**src/rtl/ctrl_pipe_hazard_if.sv**
```systemverilog
// Decoder-to-pipeline control bus for ctrl_pipe_hazard. The counter signals exist only when HAZ_PERF_EN is defined.
interface ctrl_pipe_hazard_if #(
  parameter int CTRL_W = 11,
  parameter int REG_AW = 5
`ifdef HAZ_PERF_EN
  , parameter int CNT_W = 32
`endif
);
  logic              id_valid;
  logic [CTRL_W-1:0] id_ctrl;
  logic [REG_AW-1:0] id_rs1;
  logic [REG_AW-1:0] id_rs2;
  logic [REG_AW-1:0] id_rd;
  logic              ex_redirect;
  logic              ex_valid;
  logic              mem_valid;
  logic              wb_valid;
  logic [CTRL_W-1:0] ex_ctrl;
  logic [CTRL_W-1:0] mem_ctrl;
  logic [CTRL_W-1:0] wb_ctrl;
  logic [REG_AW-1:0] ex_rd;
  logic [REG_AW-1:0] mem_rd;
  logic [REG_AW-1:0] wb_rd;
  logic              stall_if;
  logic              flush_ifid;
  logic [1:0]        fwd_a;
  logic [1:0]        fwd_b;
`ifdef HAZ_PERF_EN
  logic [CNT_W-1:0]  stall_cnt;
  logic [CNT_W-1:0]  flush_cnt;
`endif

  modport master (
    output id_valid, id_ctrl, id_rs1, id_rs2, id_rd, ex_redirect,
    input  ex_valid, mem_valid, wb_valid, ex_ctrl, mem_ctrl, wb_ctrl,
    input  ex_rd, mem_rd, wb_rd, stall_if, flush_ifid, fwd_a, fwd_b
`ifdef HAZ_PERF_EN
    , input stall_cnt, flush_cnt
`endif
  );

  modport slave (
    input  id_valid, id_ctrl, id_rs1, id_rs2, id_rd, ex_redirect,
    output ex_valid, mem_valid, wb_valid, ex_ctrl, mem_ctrl, wb_ctrl,
    output ex_rd, mem_rd, wb_rd, stall_if, flush_ifid, fwd_a, fwd_b
`ifdef HAZ_PERF_EN
    , output stall_cnt, flush_cnt
`endif
  );
endinterface

```
**src/rtl/ctrl_pipe_hazard.sv**
```systemverilog
// Carries ID control through EX/MEM/WB, detects load-use stalls and redirect flushes, drives EX forwarding selects.
// Optional macro HAZ_PERF_EN adds stall/flush event counters.
module ctrl_pipe_hazard #(
  parameter int CTRL_W = 11,
  parameter int REG_AW = 5
`ifdef HAZ_PERF_EN
  , parameter int CNT_W = 32
`endif
) (
  input  logic               clk,
  input  logic               reset,
  ctrl_pipe_hazard_if.slave  bus
);

  localparam int MEMREAD_B  = 6;
  localparam int REGWRITE_B = 8;

  logic              r_vld_p1, r_vld_p2, r_vld_p3;
  logic [CTRL_W-1:0] r_ctrl_p1, r_ctrl_p2, r_ctrl_p3;
  logic [REG_AW-1:0] r_rd_p1, r_rd_p2, r_rd_p3;
  logic [REG_AW-1:0] r_rs1_p1, r_rs2_p1;

  logic w_haz;
  logic w_bubble_ex;
  logic w_mem_wr;
  logic w_wb_wr;

  function automatic logic [1:0] fwd_sel(
    input logic [REG_AW-1:0] rs,
    input logic              mem_wr,
    input logic [REG_AW-1:0] mem_rd,
    input logic              wb_wr,
    input logic [REG_AW-1:0] wb_rd
  );
    logic [1:0] sel;
    sel = 2'b00;
    if (mem_wr && (mem_rd == rs))
      sel = 2'b10;
    else if (wb_wr && (wb_rd == rs))
      sel = 2'b01;
    return sel;
  endfunction

  // ID stage: hazard detection against the instruction currently in EX
  assign w_haz = bus.id_valid & r_vld_p1 & r_ctrl_p1[MEMREAD_B] & (r_rd_p1 != '0) &
                 ((r_rd_p1 == bus.id_rs1) | (r_rd_p1 == bus.id_rs2));
  assign bus.stall_if    = w_haz & ~bus.ex_redirect;
  assign bus.flush_ifid  = bus.ex_redirect;
  assign w_bubble_ex     = w_haz | bus.ex_redirect;

  always_ff @(posedge clk) begin
    if (reset) begin
      r_vld_p1  <= 1'b0;
      r_ctrl_p1 <= '0;
      r_rd_p1   <= '0;
      r_rs1_p1  <= '0;
      r_rs2_p1  <= '0;
      r_vld_p2  <= 1'b0;
      r_ctrl_p2 <= '0;
      r_rd_p2   <= '0;
      r_vld_p3  <= 1'b0;
      r_ctrl_p3 <= '0;
      r_rd_p3   <= '0;
    end else begin
      if (w_bubble_ex) begin
        r_vld_p1  <= 1'b0;
        r_ctrl_p1 <= '0;
        r_rd_p1   <= '0;
        r_rs1_p1  <= '0;
        r_rs2_p1  <= '0;
      end else begin
        r_vld_p1  <= bus.id_valid;
        r_ctrl_p1 <= bus.id_valid ? bus.id_ctrl : '0;
        r_rd_p1   <= bus.id_rd;
        r_rs1_p1  <= bus.id_rs1;
        r_rs2_p1  <= bus.id_rs2;
      end
      // EX -> MEM -> WB always advance
      r_vld_p2  <= r_vld_p1;
      r_ctrl_p2 <= r_ctrl_p1;
      r_rd_p2   <= r_rd_p1;
      r_vld_p3  <= r_vld_p2;
      r_ctrl_p3 <= r_ctrl_p2;
      r_rd_p3   <= r_rd_p2;
    end
  end

  // EX stage: operand forwarding from registered MEM/WB state
  assign w_mem_wr  = r_vld_p2 & r_ctrl_p2[REGWRITE_B] & (r_rd_p2 != '0);
  assign w_wb_wr   = r_vld_p3 & r_ctrl_p3[REGWRITE_B] & (r_rd_p3 != '0);
  assign bus.fwd_a = fwd_sel(r_rs1_p1, w_mem_wr, r_rd_p2, w_wb_wr, r_rd_p3);
  assign bus.fwd_b = fwd_sel(r_rs2_p1, w_mem_wr, r_rd_p2, w_wb_wr, r_rd_p3);

  assign bus.ex_valid  = r_vld_p1;
  assign bus.ex_ctrl   = r_ctrl_p1;
  assign bus.ex_rd     = r_rd_p1;
  assign bus.mem_valid = r_vld_p2;
  assign bus.mem_ctrl  = r_ctrl_p2;
  assign bus.mem_rd    = r_rd_p2;
  assign bus.wb_valid  = r_vld_p3;
  assign bus.wb_ctrl   = r_ctrl_p3;
  assign bus.wb_rd     = r_rd_p3;

`ifdef HAZ_PERF_EN
  logic [CNT_W-1:0] r_stall_cnt;
  logic [CNT_W-1:0] r_flush_cnt;

  always_ff @(posedge clk) begin
    if (reset) begin
      r_stall_cnt <= '0;
      r_flush_cnt <= '0;
    end else begin
      r_stall_cnt <= r_stall_cnt + CNT_W'(bus.stall_if);
      r_flush_cnt <= r_flush_cnt + CNT_W'(bus.flush_ifid);
    end
  end

  assign bus.stall_cnt = r_stall_cnt;
  assign bus.flush_cnt = r_flush_cnt;
`endif

endmodule
```
**src/flat_wrapper.sv**
```systemverilog
// flat-port wrapper written by rule: the top's interface ports become plain ports
module ctrl_pipe_hazard_flat 
#(
  parameter int CTRL_W = 11,
  parameter int REG_AW = 5

)
  (clk, reset, bus_id_valid, bus_id_ctrl, bus_id_rs1, bus_id_rs2, bus_id_rd, bus_ex_redirect, bus_ex_valid, bus_mem_valid, bus_wb_valid, bus_ex_ctrl, bus_mem_ctrl, bus_wb_ctrl, bus_ex_rd, bus_mem_rd, bus_wb_rd, bus_stall_if, bus_flush_ifid, bus_fwd_a, bus_fwd_b);
  ctrl_pipe_hazard_if #(.CTRL_W(CTRL_W), .REG_AW(REG_AW)) bus_i ();
  input  logic clk;
  input  logic reset;
  input wire logic [$bits(bus_i.id_valid)-1:0] bus_id_valid;
  input wire logic [$bits(bus_i.id_ctrl)-1:0] bus_id_ctrl;
  input wire logic [$bits(bus_i.id_rs1)-1:0] bus_id_rs1;
  input wire logic [$bits(bus_i.id_rs2)-1:0] bus_id_rs2;
  input wire logic [$bits(bus_i.id_rd)-1:0] bus_id_rd;
  input wire logic [$bits(bus_i.ex_redirect)-1:0] bus_ex_redirect;
  output wire logic [$bits(bus_i.ex_valid)-1:0] bus_ex_valid;
  output wire logic [$bits(bus_i.mem_valid)-1:0] bus_mem_valid;
  output wire logic [$bits(bus_i.wb_valid)-1:0] bus_wb_valid;
  output wire logic [$bits(bus_i.ex_ctrl)-1:0] bus_ex_ctrl;
  output wire logic [$bits(bus_i.mem_ctrl)-1:0] bus_mem_ctrl;
  output wire logic [$bits(bus_i.wb_ctrl)-1:0] bus_wb_ctrl;
  output wire logic [$bits(bus_i.ex_rd)-1:0] bus_ex_rd;
  output wire logic [$bits(bus_i.mem_rd)-1:0] bus_mem_rd;
  output wire logic [$bits(bus_i.wb_rd)-1:0] bus_wb_rd;
  output wire logic [$bits(bus_i.stall_if)-1:0] bus_stall_if;
  output wire logic [$bits(bus_i.flush_ifid)-1:0] bus_flush_ifid;
  output wire logic [$bits(bus_i.fwd_a)-1:0] bus_fwd_a;
  output wire logic [$bits(bus_i.fwd_b)-1:0] bus_fwd_b;
  assign bus_i.id_valid = bus_id_valid;
  assign bus_i.id_ctrl = bus_id_ctrl;
  assign bus_i.id_rs1 = bus_id_rs1;
  assign bus_i.id_rs2 = bus_id_rs2;
  assign bus_i.id_rd = bus_id_rd;
  assign bus_i.ex_redirect = bus_ex_redirect;
  assign bus_ex_valid = bus_i.ex_valid;
  assign bus_mem_valid = bus_i.mem_valid;
  assign bus_wb_valid = bus_i.wb_valid;
  assign bus_ex_ctrl = bus_i.ex_ctrl;
  assign bus_mem_ctrl = bus_i.mem_ctrl;
  assign bus_wb_ctrl = bus_i.wb_ctrl;
  assign bus_ex_rd = bus_i.ex_rd;
  assign bus_mem_rd = bus_i.mem_rd;
  assign bus_wb_rd = bus_i.wb_rd;
  assign bus_stall_if = bus_i.stall_if;
  assign bus_flush_ifid = bus_i.flush_ifid;
  assign bus_fwd_a = bus_i.fwd_a;
  assign bus_fwd_b = bus_i.fwd_b;
  ctrl_pipe_hazard #(.CTRL_W(CTRL_W), .REG_AW(REG_AW)) u_core (.clk(clk), .reset(reset), .bus(bus_i));
endmodule
```
**config.mk**
```make
export PLATFORM = sky130hd
export DESIGN_NAME = ctrl_pipe_hazard_flat
export DESIGN_NICKNAME = d
export VERILOG_FILES = /design/src/rtl/ctrl_pipe_hazard_if.sv /design/src/rtl/ctrl_pipe_hazard.sv /design/src/flat_wrapper.sv
export SDC_FILE = /design/constraint.sdc
export NUM_CORES = 1
export LEC_CHECK = 0
export ABC_CLOCK_PERIOD_IN_PS = 1800
export BUFFER_PORTS_ARGS = -buffer_cell sky130_fd_sc_hd__buf_2
export CAP_MARGIN = 20
export CORE_MARGIN = 3
export CORE_UTILIZATION = 39
export DETAILED_ROUTE_END_ITERATION = 6
export PLACE_DENSITY = 0.76
export SYNTH_ARGS = -nofsm -noshare
export SYNTH_HDL_FRONTEND = slang
export SYNTH_SLANG_ARGS = --single-unit
```
**constraint.sdc**
```tcl
create_clock -name clk -period 1.8 [get_ports clk]
set_input_delay 0.09 -clock clk [delete_from_list [all_inputs] [get_ports clk]]
set_output_delay 0.09 -clock clk [all_outputs]
set_load 0.1 [all_outputs]
```
# == Word-level counts from Yosys, hierarchy flattened ==
# Index checks and enable logic that the tools add are counted.
# totals
regBits,61
latchBits,0
ram_bits,0
rom_bits,0
inputBits,30
output_inout_bits,57
elab_cells,43
n_memories,0
# op_classes
n_addsub,0
mul,0
n_div,0
magnitude_cmp,0
n_eq_ne,6
shift,0
muxes,4
bitwise_logic,13
reduce_logical,9
# op_table
operator,count
5-bit == test,6
5-bit nonzero test,3
1-bit AND,9
1-bit logical AND,4
2-bit 2-to-1 mux,2
3-bit OR reduction,1
1-bit 2-to-1 mux,2
1-bit NOT,2
1-bit bitwise OR,2
2-bit OR reduction,1

# == Depth between registers and ports, before layout ==
# Gate-level depths: netlist of the first run.
# depth
word_depth,6
mapped_depth,5
ltp_nobuf,4

# == Least setup slack after synthesis of the first run ==
# Ideal clock, no wire load.
# synth_timing
kind,flip-flop to output port
start,register u_core.r_rd_p2[2] (netlist: u_core.bus.mem_rd[2])
end,output bus_fwd_a[0]
arrival_time_ns,5.604
t_required_ns,1.710
setup_slack_ns,-3.894
stages_incl_launch_ff,5
path_buffers,0
cell_sequence,dfxtp_1 > or4_1 > o211ai_2 > nor4_1 > nor4_2
# synth_between
elab_chain_len,4
word_cells_on_any_way,5
cone_classes,eq/ne: 1; mux: 1; bitwise: 1; reduce/logical: 2
# synth_rtl
item,line_no,rtl
start: declaration,ctrl_pipe_hazard.sv:20,"logic [REG_AW-1:0] r_rd_p1, r_rd_p2, r_rd_p3;"
start signal: assignment,ctrl_pipe_hazard.sv:81,r_rd_p2 <= r_rd_p1;
5-bit nonzero test,ctrl_pipe_hazard.sv:89,assign w_mem_wr = r_vld_p2 & r_ctrl_p2[REGWRITE_B] & (r_rd_p2 != '0);
1-bit AND,ctrl_pipe_hazard.sv:89,
1-bit logical AND *,ctrl_pipe_hazard.sv:37,if (mem_wr && (mem_rd == rs))
2-bit 2-to-1 mux *,ctrl_pipe_hazard.sv:37,
end: declaration,flat_wrapper.sv:29,output wire logic [$bits(bus_i.fwd_a)-1:0] bus_fwd_a;
# Mark *: on every way between the ends. The rest lies on a longest branch, timed or not.

# == Final worst setup path of the first run ==
# Same ends and word-level chain as after synthesis.

==> results.py, run 1 <==
metrics = {
    "synthesis": {
        "synth.ff_latch_count": 61,
        "synthesis.area_sq_um": 2190,
        "netlist.top_cell.by_area": "sky130_fd_sc_hd__dfxtp_1",
        "synth.distinct_cells": 24,
        "synthesis.area_per_instance_sq_um": 10.7,
        "synthesis.yosys.warnings": 0,
        "synthTopCellsByArea": "sky130_fd_sc_hd__dfxtp_1 56%, sky130_fd_sc_hd__nor2b_1 9.7%, sky130_fd_sc_hd__xnor2_1 6.4%",
        "postSynth.asyncResetShare": 0,
        "synth_cells": 204,
        "synth_top_cell_area_share": 0.557,
        "synth_edf_count": 0,
        "synth_ff_type": "sky130_fd_sc_hd__dfxtp_1",
        "syn_nets": 234,
        "sequential_element_share_of_the_synthesized_area": 0.557,
    },
    "drt": {
        "drtAntennaViolNets": 0,
        "number_of_drc_violations_after_detailed_routing_iteration_0": 50,
        "routed_wire_length_per_instance_um": 14.1,
        "wl_um": 5520,
        "viasPerCell": 4.60,
        "routed-via-count": 1793,
        "detail_route.first_pass.iterations": 4,
        "drcViolationCount": 0,
    },
    "critical_path": {
        "critPathMaxStageDelay_ns": 0.54,
        "cell_with_the_largest_stage_delay_on_the_worst_path": "sky130_fd_sc_hd__or4_4",
        "crit_path_cell_trace": "or4_4 -> o211ai_4 -> nor4_4 -> nor4_4 -> buf_12",
        "category_of_the_worst_setup_path_launch_point": "register",
        "critical-path-top-cell-by-count": "sky130_fd_sc_hd__nor4_4",
        "critical-path-top-delay-family": "simple AND/OR/NAND/NOR gates",
        "crit_buf_inv": 1,
        "worstSetupPathType": "register to primary output",
        "end_kind": "primary output",
        "cp_data_required_time_ns": 1.71,
        "crit_fanout": 4,
        "timing.critical_path.arrival_ns": 1.98,
    },
    "die": {
        "fp.coreArea_sq_um": 5270,
        "io_pins": 87,
        "fp.dieH_um": 81.0,
        "initial_core_util": 0.416,
        "row_count": 26,
        "die_area_sq_um": 6560,
        "die_width_um": 81.0,
    },
    "placement": {
        "buffer_ports.inserted": 86,
        "placed_cell_area_sq_um": 2940,
        "dpl.hpwl_um": 4000,
        "routabilityCongestion": 0.891,
    },
    "outcome": {
        "run_status": "finished, violations left",
        "violations": "setup timing",
    },
    "final_layout": {
        "insertedDiodeCount": 0,
        "final_design_area_no_fill_sq_um": 3360,
        "fill_cells": 449,
        "synthToLayoutAreaGrowth_pct": 53.4,
        "most-common-layout-cells": "81 x sky130_fd_sc_hd__buf_2, 40 x sky130_fd_sc_hd__dfxtp_1, 34 x sky130_fd_sc_hd__nor2b_1",
        "final_common_cell": "sky130_fd_sc_hd__buf_2",
        "final_layout_size_suffix_gt1_frac": 0.459,
        "nets": 345,
    },
    "pwr": {
        "net_switching_component_of_the_power_mw": 0.823,
        "intPower_mw": 2.19,
        "combPwrFrac": 0.144,
        "p_leak_nw": 1.63,
        "netSwitchingFraction": 0.273,
        "share_of_total_power_in_sequential_cells": 0.463,
        "post-layout-total-power_mw": 3.02,
        "clock_power_share": 0.394,
        "power_density_nw_per_um2": 897,
        "peakVddDrop_uv": 462,
    },
    "run": {
        "timing.max_cap.violations": 0,
    },
    "timing": {
        "achievable-frequency_ghz": 0.482,
        "final_max_slew_viol_count": 0,
        "rsz_0062_raised_after_global_routing": "yes",
        "clock_skew_ns": 0.0127,
        "layout_setup_ws_ns": -0.273,
        "relSlewSlack": 0.666,
        "fin_crit_ns": 2.07,
        "worstMarginPinSlew_ns": 0.504,
        "post-route-period-util": 1.15,
        "finalHoldViolations": 0,
        "setup_viol_count_final": 4,
    },
    "min_path": {
        "worst_hold_path_type": "primary input to register",
    },
    "global_route": {
        "use_met1": 0.190,
        "grt.met3_usage": 0.0510,
        "grt_max_degree": 35,
        "gr-usage-all-layers": 0.175,
        "globalRouteMet2Util": 0.306,
        "top_usage_layer": "met2",
        "global_route_wire_length_before_repair_um": 8540,
        "via_count_of_the_first_global_routing_pass": 1768,
        "globalRouteOverflowTotal": 0,
        "grt_antenna_before_repair": 0,
    },
    "clock_tree": {
        "clkLatencyLatePin_ns": 0.33,
        "tritoncts_buffers": 9,
        "cts_tree": "built",
        "cts_num_sinks": 61,
        "cts_buffer_depth": 2,
        "cts-root-buf": "sky130_fd_sc_hd__clkbuf_8",
        "clkSlewWorstSetupHoldPaths_ns": 0.06,
        "h-tree-depth": 3,
    },
}
cells in the mapped netlist (4+ instances only):
master and count:
sky130_fd_sc_hd__a21oi_1 6, sky130_fd_sc_hd__xnor2_1 16, sky130_fd_sc_hd__or4_1 4, sky130_fd_sc_hd__nand3_1 5, sky130_fd_sc_hd__a211oi_1 11, sky130_fd_sc_hd__clkbuf_1 8, sky130_fd_sc_hd__nor2b_1 34, sky130_fd_sc_hd__dfxtp_1 61
sky130_fd_sc_hd__inv_1 12, sky130_fd_sc_hd__xor2_1 14, sky130_fd_sc_hd__nand2_1 7, sky130_fd_sc_hd__o211a_1 10
through the flow:
step / hold slack (ns) / worst slack, ns / instances / utilization / TNS (ns)
after global placement: 0.305 / 0.0826 / 354 / 0.558 / 0
after CTS: 0.00417 / -0.327 / 388 / 0.634 / -0.703
after floorplan: 0.162 / -0.758 / 204 / - / -2.40
after global routing: 0.0155 / -0.327 / 390 / 0.638 / -0.755
final: 0.0233 / -0.273 / 390 / 0.638 / -0.563
after detailed placement: 0.305 / 0.0119 / 354 / 0.558 / 0
flip-flops by register name (all words and copies together) (netlist names):
signal                count
u_core.bus.wb_rd          5
u_core.bus.wb_valid       1
u_core.bus.ex_rd          5
u_core.bus.wb_ctrl       11
u_core.bus.mem_valid      1
u_core.r_rs1_p1           5
u_core.r_rs2_p1           5
u_core.bus.mem_rd         5
u_core.bus.ex_valid       1
u_core.bus.mem_ctrl      11
u_core.bus.ex_ctrl       11
worst paths after layout:
| kind | from | cells after the start | slack, ns | endpoint |
|---|---|---|---|---|
| hold reg to reg | u_core.bus.ex_ctrl[8]$_SDFF_PP0_ | 1 | 0.46 | u_core.bus.mem_ctrl[8]$_SDFF_PP0_ |
| setup / recovery | u_core.bus.mem_rd[2]$_SDFF_PP0_ | 5 | -0.27 | bus_fwd_a[0] |
| hold / removal | bus_id_rs1[0] | 2 | 0.02 | u_core.r_rs1_p1[0]$_SDFF_PP0_ |
| setup reg to reg | u_core.bus.ex_rd[2]$_SDFF_PP0_ | 5 | 0.32 | u_core.r_rs2_p1[0]$_SDFF_PP0_ |
kinds of logic (layout without fill, tap and decap cells):
group           after synthesis  in the layout  share of synthesized area
flops                        61             61                      0.557
simple gates                 59             59                      0.163
compound gates               32             32                      0.120
xor+xnor                     30             30                      0.120
buf+inv                      22            138                     0.0400
power by group through the flow:
stage | sequential [mW] | combinational, mW | clock (mW)
after floorplan | 1.60 | 0.130 | 0
after global placement | 1.43 | 0.391 | 0
after detailed placement | 1.43 | 0.395 | 0
after CTS | 1.40 | 0.431 | 1.22
after global routing | 1.40 | 0.457 | 1.28
final | 1.40 | 0.433 | 1.19
per-layer routing:
layer  wire length [um]  share of wire
met5                  0              0
met4                125          0.023
met3                288          0.052
met2               2920           0.53
met1               2190           0.40
worst reg2reg max path, stage by stage (launching register included):
cell                      delay (ns)
sky130_fd_sc_hd__dfxtp_4        0.37
sky130_fd_sc_hd__xnor2_2        0.17
sky130_fd_sc_hd__nand3_1        0.14
sky130_fd_sc_hd__o22a_4         0.28
sky130_fd_sc_hd__buf_4          0.17
sky130_fd_sc_hd__o211a_1        0.25
final cells by class:
type	count	area [sq um]	area share
flip-flops and latches	61	1290	0.385
multi-input cells	121	1000	0.298
repair buffers	110	726	0.216
clock buffers	14	194	0.0577
well taps	70	87.6	0.0261
inverters	12	45.0	0.0134
clock inverters	2	13.8	0.00409
repair_timing:
action | CTS | global route
setup endpoints to repair | 5 | 5
hold endpoints to repair | 16 | 0
buffers inserted | 2 | 2
pin swaps | 4 | 2
hold buffers | 16 | 0
gates resized for setup | 3 | 1
No activity file was read; power rests on OpenSTA's default activity.
==> inputs of run 2 (changes only) <==
--- a/config.mk
+++ b/config.mk
@@ -5,13 +5,15 @@
 export SDC_FILE = /design/constraint.sdc
 export NUM_CORES = 1
 export LEC_CHECK = 0
-export ABC_CLOCK_PERIOD_IN_PS = 1800
+export ABC_CLOCK_PERIOD_IN_PS = 2600
 export BUFFER_PORTS_ARGS = -buffer_cell sky130_fd_sc_hd__buf_2
 export CAP_MARGIN = 20
+export CELL_PAD_IN_SITES_DETAIL_PLACEMENT = 0
+export CELL_PAD_IN_SITES_GLOBAL_PLACEMENT = 1
 export CORE_MARGIN = 3
-export CORE_UTILIZATION = 39
+export CORE_UTILIZATION = 38
 export DETAILED_ROUTE_END_ITERATION = 6
-export PLACE_DENSITY = 0.76
+export PLACE_DENSITY = 0.93
 export SYNTH_ARGS = -nofsm -noshare
 export SYNTH_HDL_FRONTEND = slang
 export SYNTH_SLANG_ARGS = --single-unit
==> constraint.sdc (replaced) <==
create_clock -name clk -period 2.6 [get_ports clk]
set_input_delay 0.13 -clock clk [delete_from_list [all_inputs] [get_ports clk]]
set_output_delay 0.13 -clock clk [all_outputs]
set_load 0.1 [all_outputs]
==> results.py, run 2 (synthesis results as in run 1) <==
metrics = {
    "die": {
        "die_width_um": 82.0,
        "row_count": 27,
        "fp.coreArea_sq_um": 5540,
        "io_pins": 87,
        "fp.dieH_um": 82.0,
        "initial_core_util": 0.396,
        "die_area_sq_um": 6720,
    },
    "final_layout": {
        "insertedDiodeCount": 0,
        "most-common-layout-cells": "86 x sky130_fd_sc_hd__buf_2, 40 x sky130_fd_sc_hd__dfxtp_1, 34 x sky130_fd_sc_hd__nor2b_1",
        "final_common_cell": "sky130_fd_sc_hd__buf_2",
        "nets": 329,
        "synthToLayoutAreaGrowth_pct": 39.2,
        "final_util": 0.551,
        "finish.cell_count_without_fillers": 375,
        "final_layout_size_suffix_gt1_frac": 0.436,
        "final_design_area_no_fill_sq_um": 3050,
    },
    "timing": {
        "post-route-period-util": 0.904,
        "layout_setup_ws_ns": 0.250,
        "worstMarginPinSlew_ns": 0.720,
        "hold-worst-slack_ns": 0.0165,
        "rsz_0062_raised_after_global_routing": "no",
        "setup_viol_count_final": 0,
        "relSlewSlack": 0.520,
        "fin_crit_ns": 2.35,
        "final_max_slew_viol_count": 0,
        "achievable-frequency_ghz": 0.426,
        "final.setup.tns_ns": 0,
        "finalHoldViolations": 0,
        "clock_skew_ns": 0.00466,
    },
    "placement": {
        "place_inst": 354,
        "placed_cell_area_sq_um": 2800,
        "placement.setup.worst_slack_ns": 0.584,
        "dpl.hpwl_um": 3810,
        "routabilityCongestion": 0.866,
        "buffer_ports.inserted": 86,
    },
    "clock_tree": {
        "cts_setup_buffers": 0,
        "cts_tree": "built",
        "cts-root-buf": "sky130_fd_sc_hd__clkbuf_8",
        "h-tree-depth": 3,
        "cts_num_sinks": 61,
        "clkSlewWorstSetupHoldPaths_ns": 0.07,
        "cts_buffer_depth": 2,
        "clkLatencyLatePin_ns": 0.32,
        "tritoncts_buffers": 9,
    },
    "critical_path": {
        "category_of_the_worst_setup_path_launch_point": "register",
        "crit_fanout": 4,
        "end_kind": "primary output",
        "worstSetupPathType": "register to primary output",
        "cp_data_required_time_ns": 2.47,
        "timing.critical_path.arrival_ns": 2.22,
    },
    "global_route": {
        "top_usage_layer": "met2",
        "grt_antenna_before_repair": 0,
        "grt_max_degree": 37,
        "globalRouteOverflowTotal": 0,
        "via_count_of_the_first_global_routing_pass": 1585,
        "globalRouteMet2Util": 0.254,
        "grt.met3_usage": 0.0351,
        "gr-usage-all-layers": 0.158,
        "use_met1": 0.198,
        "global_route_wire_length_before_repair_um": 7790,
    },
    "drt": {
        "wl_um": 5170,
        "drcViolationCount": 0,
        "detail_route.first_pass.iterations": 5,
        "drtAntennaViolNets": 0,
        "routed_wire_length_per_instance_um": 13.8,
        "number_of_drc_violations_after_detailed_routing_iteration_0": 43,
        "routed-via-count": 1714,
        "viasPerCell": 4.57,
    },
    "pwr": {
        "peakVddDrop_uv": 335,
        "p_leak_nw": 1.53,
        "post-layout-total-power_mw": 2.05,
        "power_density_nw_per_um2": 672,
    },
    "min_path": {
        "worst_hold_path_type": "primary input to register",
    },
    "outcome": {
        "run_status": "complete, no violations",
    },
    "run": {
        "timing.max_cap.violations": 0,
    },
}
## run 2: cell count changes in the layout (fill, tap and decap cells not counted), moves of 2 or more
cell                            before  now
sky130_fd_sc_hd__dfxtp_2             2    9
sky130_fd_sc_hd__dfxtp_4            19   12
sky130_fd_sc_hd__or4_4               3    0
sky130_fd_sc_hd__buf_2              81   86
sky130_fd_sc_hd__dlygate4sd3_1      16    6
sky130_fd_sc_hd__clkbuf_8           12   10
sky130_fd_sc_hd__xnor2_1            14   16
sky130_fd_sc_hd__or4_1               1    4
sky130_fd_sc_hd__xnor2_2             2    0
sky130_fd_sc_hd__buf_4               8    2
sky130_fd_sc_hd__buf_12              5    0
## run 2: final cells by class
cell class              count  area [sq um]
clock buffers              11           141
clock inverters             4          48.8
fillers                   525          2490
inverters                  12          45.0
multi-input cells         121           942
flip-flops and latches     61          1280
well taps                  72          90.1
repair buffers             94           505
## run 2: repair_timing
item                                   4_1_cts  5_1_grt
gates resized for setup                      0        0
endpoints found under the hold margin        6        0
hold buffers                                 6        0
## run 2: worst max-delay path: stages (launching register included)
cell and delay, ns:
sky130_fd_sc_hd__dfxtp_4 0.37, sky130_fd_sc_hd__or4_1 0.11, sky130_fd_sc_hd__o211ai_1 0.09, sky130_fd_sc_hd__or4_1 0.58, sky130_fd_sc_hd__nor4_4 0.29, sky130_fd_sc_hd__buf_2 0.46
## run 2: path summary, 6_finish.rpt
check | start | endpoint | slack (ns) | depth (start not counted)
setup / recovery | u_core.bus.wb_rd[3]$_SDFF_PP0_ | bus_fwd_a[0] | 0.25 | 5
hold / removal | bus_id_ctrl[2] | u_core.bus.ex_ctrl[2]$_SDFF_PP0_ | 0.02 | 3
setup reg to reg | u_core.bus.ex_rd[4]$_SDFF_PP0_ | u_core.bus.ex_ctrl[3]$_SDFF_PP0_ | 0.97 | 4
hold reg to reg | u_core.bus.ex_ctrl[4]$_SDFF_PP0_ | u_core.bus.mem_ctrl[4]$_SDFF_PP0_ | 0.46 | 1
## run 2: where the power goes
part | internal [mW] | switching [mW] | total (mW)
Combinational | 0.0724 | 0.198 | 0.271
Sequential | 0.949 | 0.0219 | 0.971
Clock | 0.462 | 0.346 | 0.808
## run 2: metal layers
layer / wire length [um] / part of all wire
met4: 105 / 0.020
met2: 2540 / 0.49
met1: 2250 / 0.43
met3: 281 / 0.054
met5: 0 / 0
==> inputs of run 3 (changes only) <==
--- a/config.mk
+++ b/config.mk
@@ -14,6 +14,7 @@
 export CORE_UTILIZATION = 38
 export DETAILED_ROUTE_END_ITERATION = 6
 export PLACE_DENSITY = 0.93
+export SETUP_SLACK_MARGIN = 0.5
 export SYNTH_ARGS = -nofsm -noshare
 export SYNTH_HDL_FRONTEND = slang
 export SYNTH_SLANG_ARGS = --single-unit
==> results.py, run 3 (synthesis results as in run 1) <==
metrics = {
    "outcome": {
        "run_status": "complete, no violations",
    },
    "timing": {
        "fin_crit_ns": 2.20,
        "achievable-frequency_ghz": 0.455,
        "finalHoldViolations": 0,
        "worstMarginPinSlew_ns": 0.734,
        "post-route-period-util": 0.846,
        "relSlewSlack": 0.511,
        "setup_viol_count_final": 0,
        "final_max_slew_viol_count": 0,
        "rsz_0062_raised_after_global_routing": "yes",
        "clock_skew_ns": 0.00439,
        "final.setup.tns_ns": 0,
        "layout_setup_ws_ns": 0.401,
    },
    "critical_path": {
        "cp_data_required_time_ns": 2.47,
        "worstSetupPathType": "register to primary output",
        "crit_fanout": 4,
        "category_of_the_worst_setup_path_launch_point": "register",
        "setup.worst_path.start": "u_core.bus.wb_rd[4]$_SDFF_PP0_",
        "end_kind": "primary output",
        "timing.critical_path.arrival_ns": 2.07,
        "worstReg2RegStart": "u_core.bus.ex_rd[4]$_SDFF_PP0_",
    },
    "die": {
        "row_count": 27,
        "io_pins": 87,
        "initial_core_util": 0.396,
        "die_area_sq_um": 6720,
        "die_width_um": 82.0,
        "fp.coreArea_sq_um": 5540,
        "fp.dieH_um": 82.0,
    },
    "drt": {
        "routed_wire_length_per_instance_um": 13.8,
        "drtAntennaViolNets": 0,
        "wl_um": 5260,
        "routed-via-count": 1749,
        "number_of_drc_violations_after_detailed_routing_iteration_0": 40,
        "drcViolationCount": 0,
        "detail_route.first_pass.iterations": 4,
        "viasPerCell": 4.58,
    },
    "clock_tree": {
        "tritoncts_buffers": 9,
        "cts-root-buf": "sky130_fd_sc_hd__clkbuf_8",
        "cts_setup_buffers": 0,
        "clkSlewWorstSetupHoldPaths_ns": 0.06,
        "cts_tree": "built",
        "clkLatencyLatePin_ns": 0.33,
        "h-tree-depth": 3,
        "cts_num_sinks": 61,
        "cts_buffer_depth": 2,
    },
    "placement": {
        "buffer_ports.inserted": 86,
        "place_inst": 354,
        "dpl.hpwl_um": 3820,
        "routabilityCongestion": 0.875,
        "placement.setup.worst_slack_ns": 0.581,
    },
    "pwr": {
        "peakVddDrop_uv": 272,
        "p_leak_nw": 1.56,
        "power_density_nw_per_um2": 635,
        "post-layout-total-power_mw": 2.02,
    },
    "global_route": {
        "grt_max_degree": 37,
        "gr-usage-all-layers": 0.160,
        "global_route_wire_length_before_repair_um": 7800,
        "globalRouteOverflowTotal": 0,
        "grt_antenna_before_repair": 0,
        "via_count_of_the_first_global_routing_pass": 1596,
    },
    "final_layout": {
        "insertedDiodeCount": 0,
        "final_layout_size_suffix_gt1_frac": 0.445,
        "nets": 335,
        "fill_cells": 495,
        "finish.cell_count_without_fillers": 382,
        "synthToLayoutAreaGrowth_pct": 45.3,
        "final_util": 0.575,
        "most-common-layout-cells": "81 x sky130_fd_sc_hd__buf_2, 40 x sky130_fd_sc_hd__dfxtp_1, 34 x sky130_fd_sc_hd__nor2b_1",
        "multi_input_comb_area_sq_um": 978,
        "final-seq-area_sq_um": 1290,
        "final_common_cell": "sky130_fd_sc_hd__buf_2",
    },
    "min_path": {
        "worst_hold_path_type": "primary input to register",
        "hold_path_origin": "bus_id_rd[2]",
    },
    "run": {
        "timing.max_cap.violations": 0,
    },
}
==> run 3: changes by cell type in the layout (fill, tap and decap cells not counted), sizes merged <==
cell,change
clkinv,-1
bufinv,-1
dlygate4sd3,+6
buf,-2
clkbuf,+4
inv,+1
==> run 3: report_power, final <==
group	switching (mW)	internal, mW
registers	0.0223	0.944
clock network	0.346	0.428
logic	0.202	0.0804
total	0.571	1.45
==> run 3: worst paths after layout <==
check / to / slack (ns) / depth (start not counted)
setup reg to reg: u_core.bus.ex_ctrl[4]$_SDFF_PP0_ / 0.94 / 4
hold / removal: u_core.bus.ex_rd[2]$_SDFF_PP0_ / 0.02 / 3
setup / recovery: bus_fwd_a[0] / 0.40 / 5
hold reg to reg: u_core.bus.wb_ctrl[10]$_SDFF_PP0_ / 0.46 / 1
==> run 3: what timing repair did <==
item / CTS / global route
resized for setup: 5 / 4
endpoints found under the hold margin: 11 / 1
hold buffers: 11 / 1
setup endpoints to repair: 3 / 5
==> run 3: per-stage QoR <==
stage               cell area (sq um)  hold slack [ns]
floorplan                        2370            0.202
global placement                 2850            0.342
detailed placement               2850            0.342
CTS                              3160          0.00105
global route                     3180           0.0112
finish                           3180           0.0191
==> run 3: metal layers <==
| metal | vias up | share of wire | GRT usage |
|---|---|---|---|
| li1 | 889 | - | - |
| met1 | 793 | 0.43 | 0.198 |
| met2 | 58 | 0.49 | 0.251 |
| met3 | 9 | 0.066 | 0.0548 |
| met4 | 0 | 0.019 | 0.0698 |
| met5 | - | 0 | 0 |
==> run 3: final cells by class <==
type	count	area share
flip-flops and latches	61	0.407
repair buffers	100	0.185
clock buffers	13	0.0534
multi-input cells	121	0.307
well taps	72	0.0283
inverters	12	0.0141
clock inverters	3	0.00511
==> run 3: worst max-delay path, stage by stage, from the launching register on <==
cell and delay (ns):
sky130_fd_sc_hd__dfxtp_4 0.37, sky130_fd_sc_hd__or4_1 0.12, sky130_fd_sc_hd__o211ai_1 0.10, sky130_fd_sc_hd__or4_4 0.57, sky130_fd_sc_hd__nor4_4 0.32, sky130_fd_sc_hd__buf_6 0.26
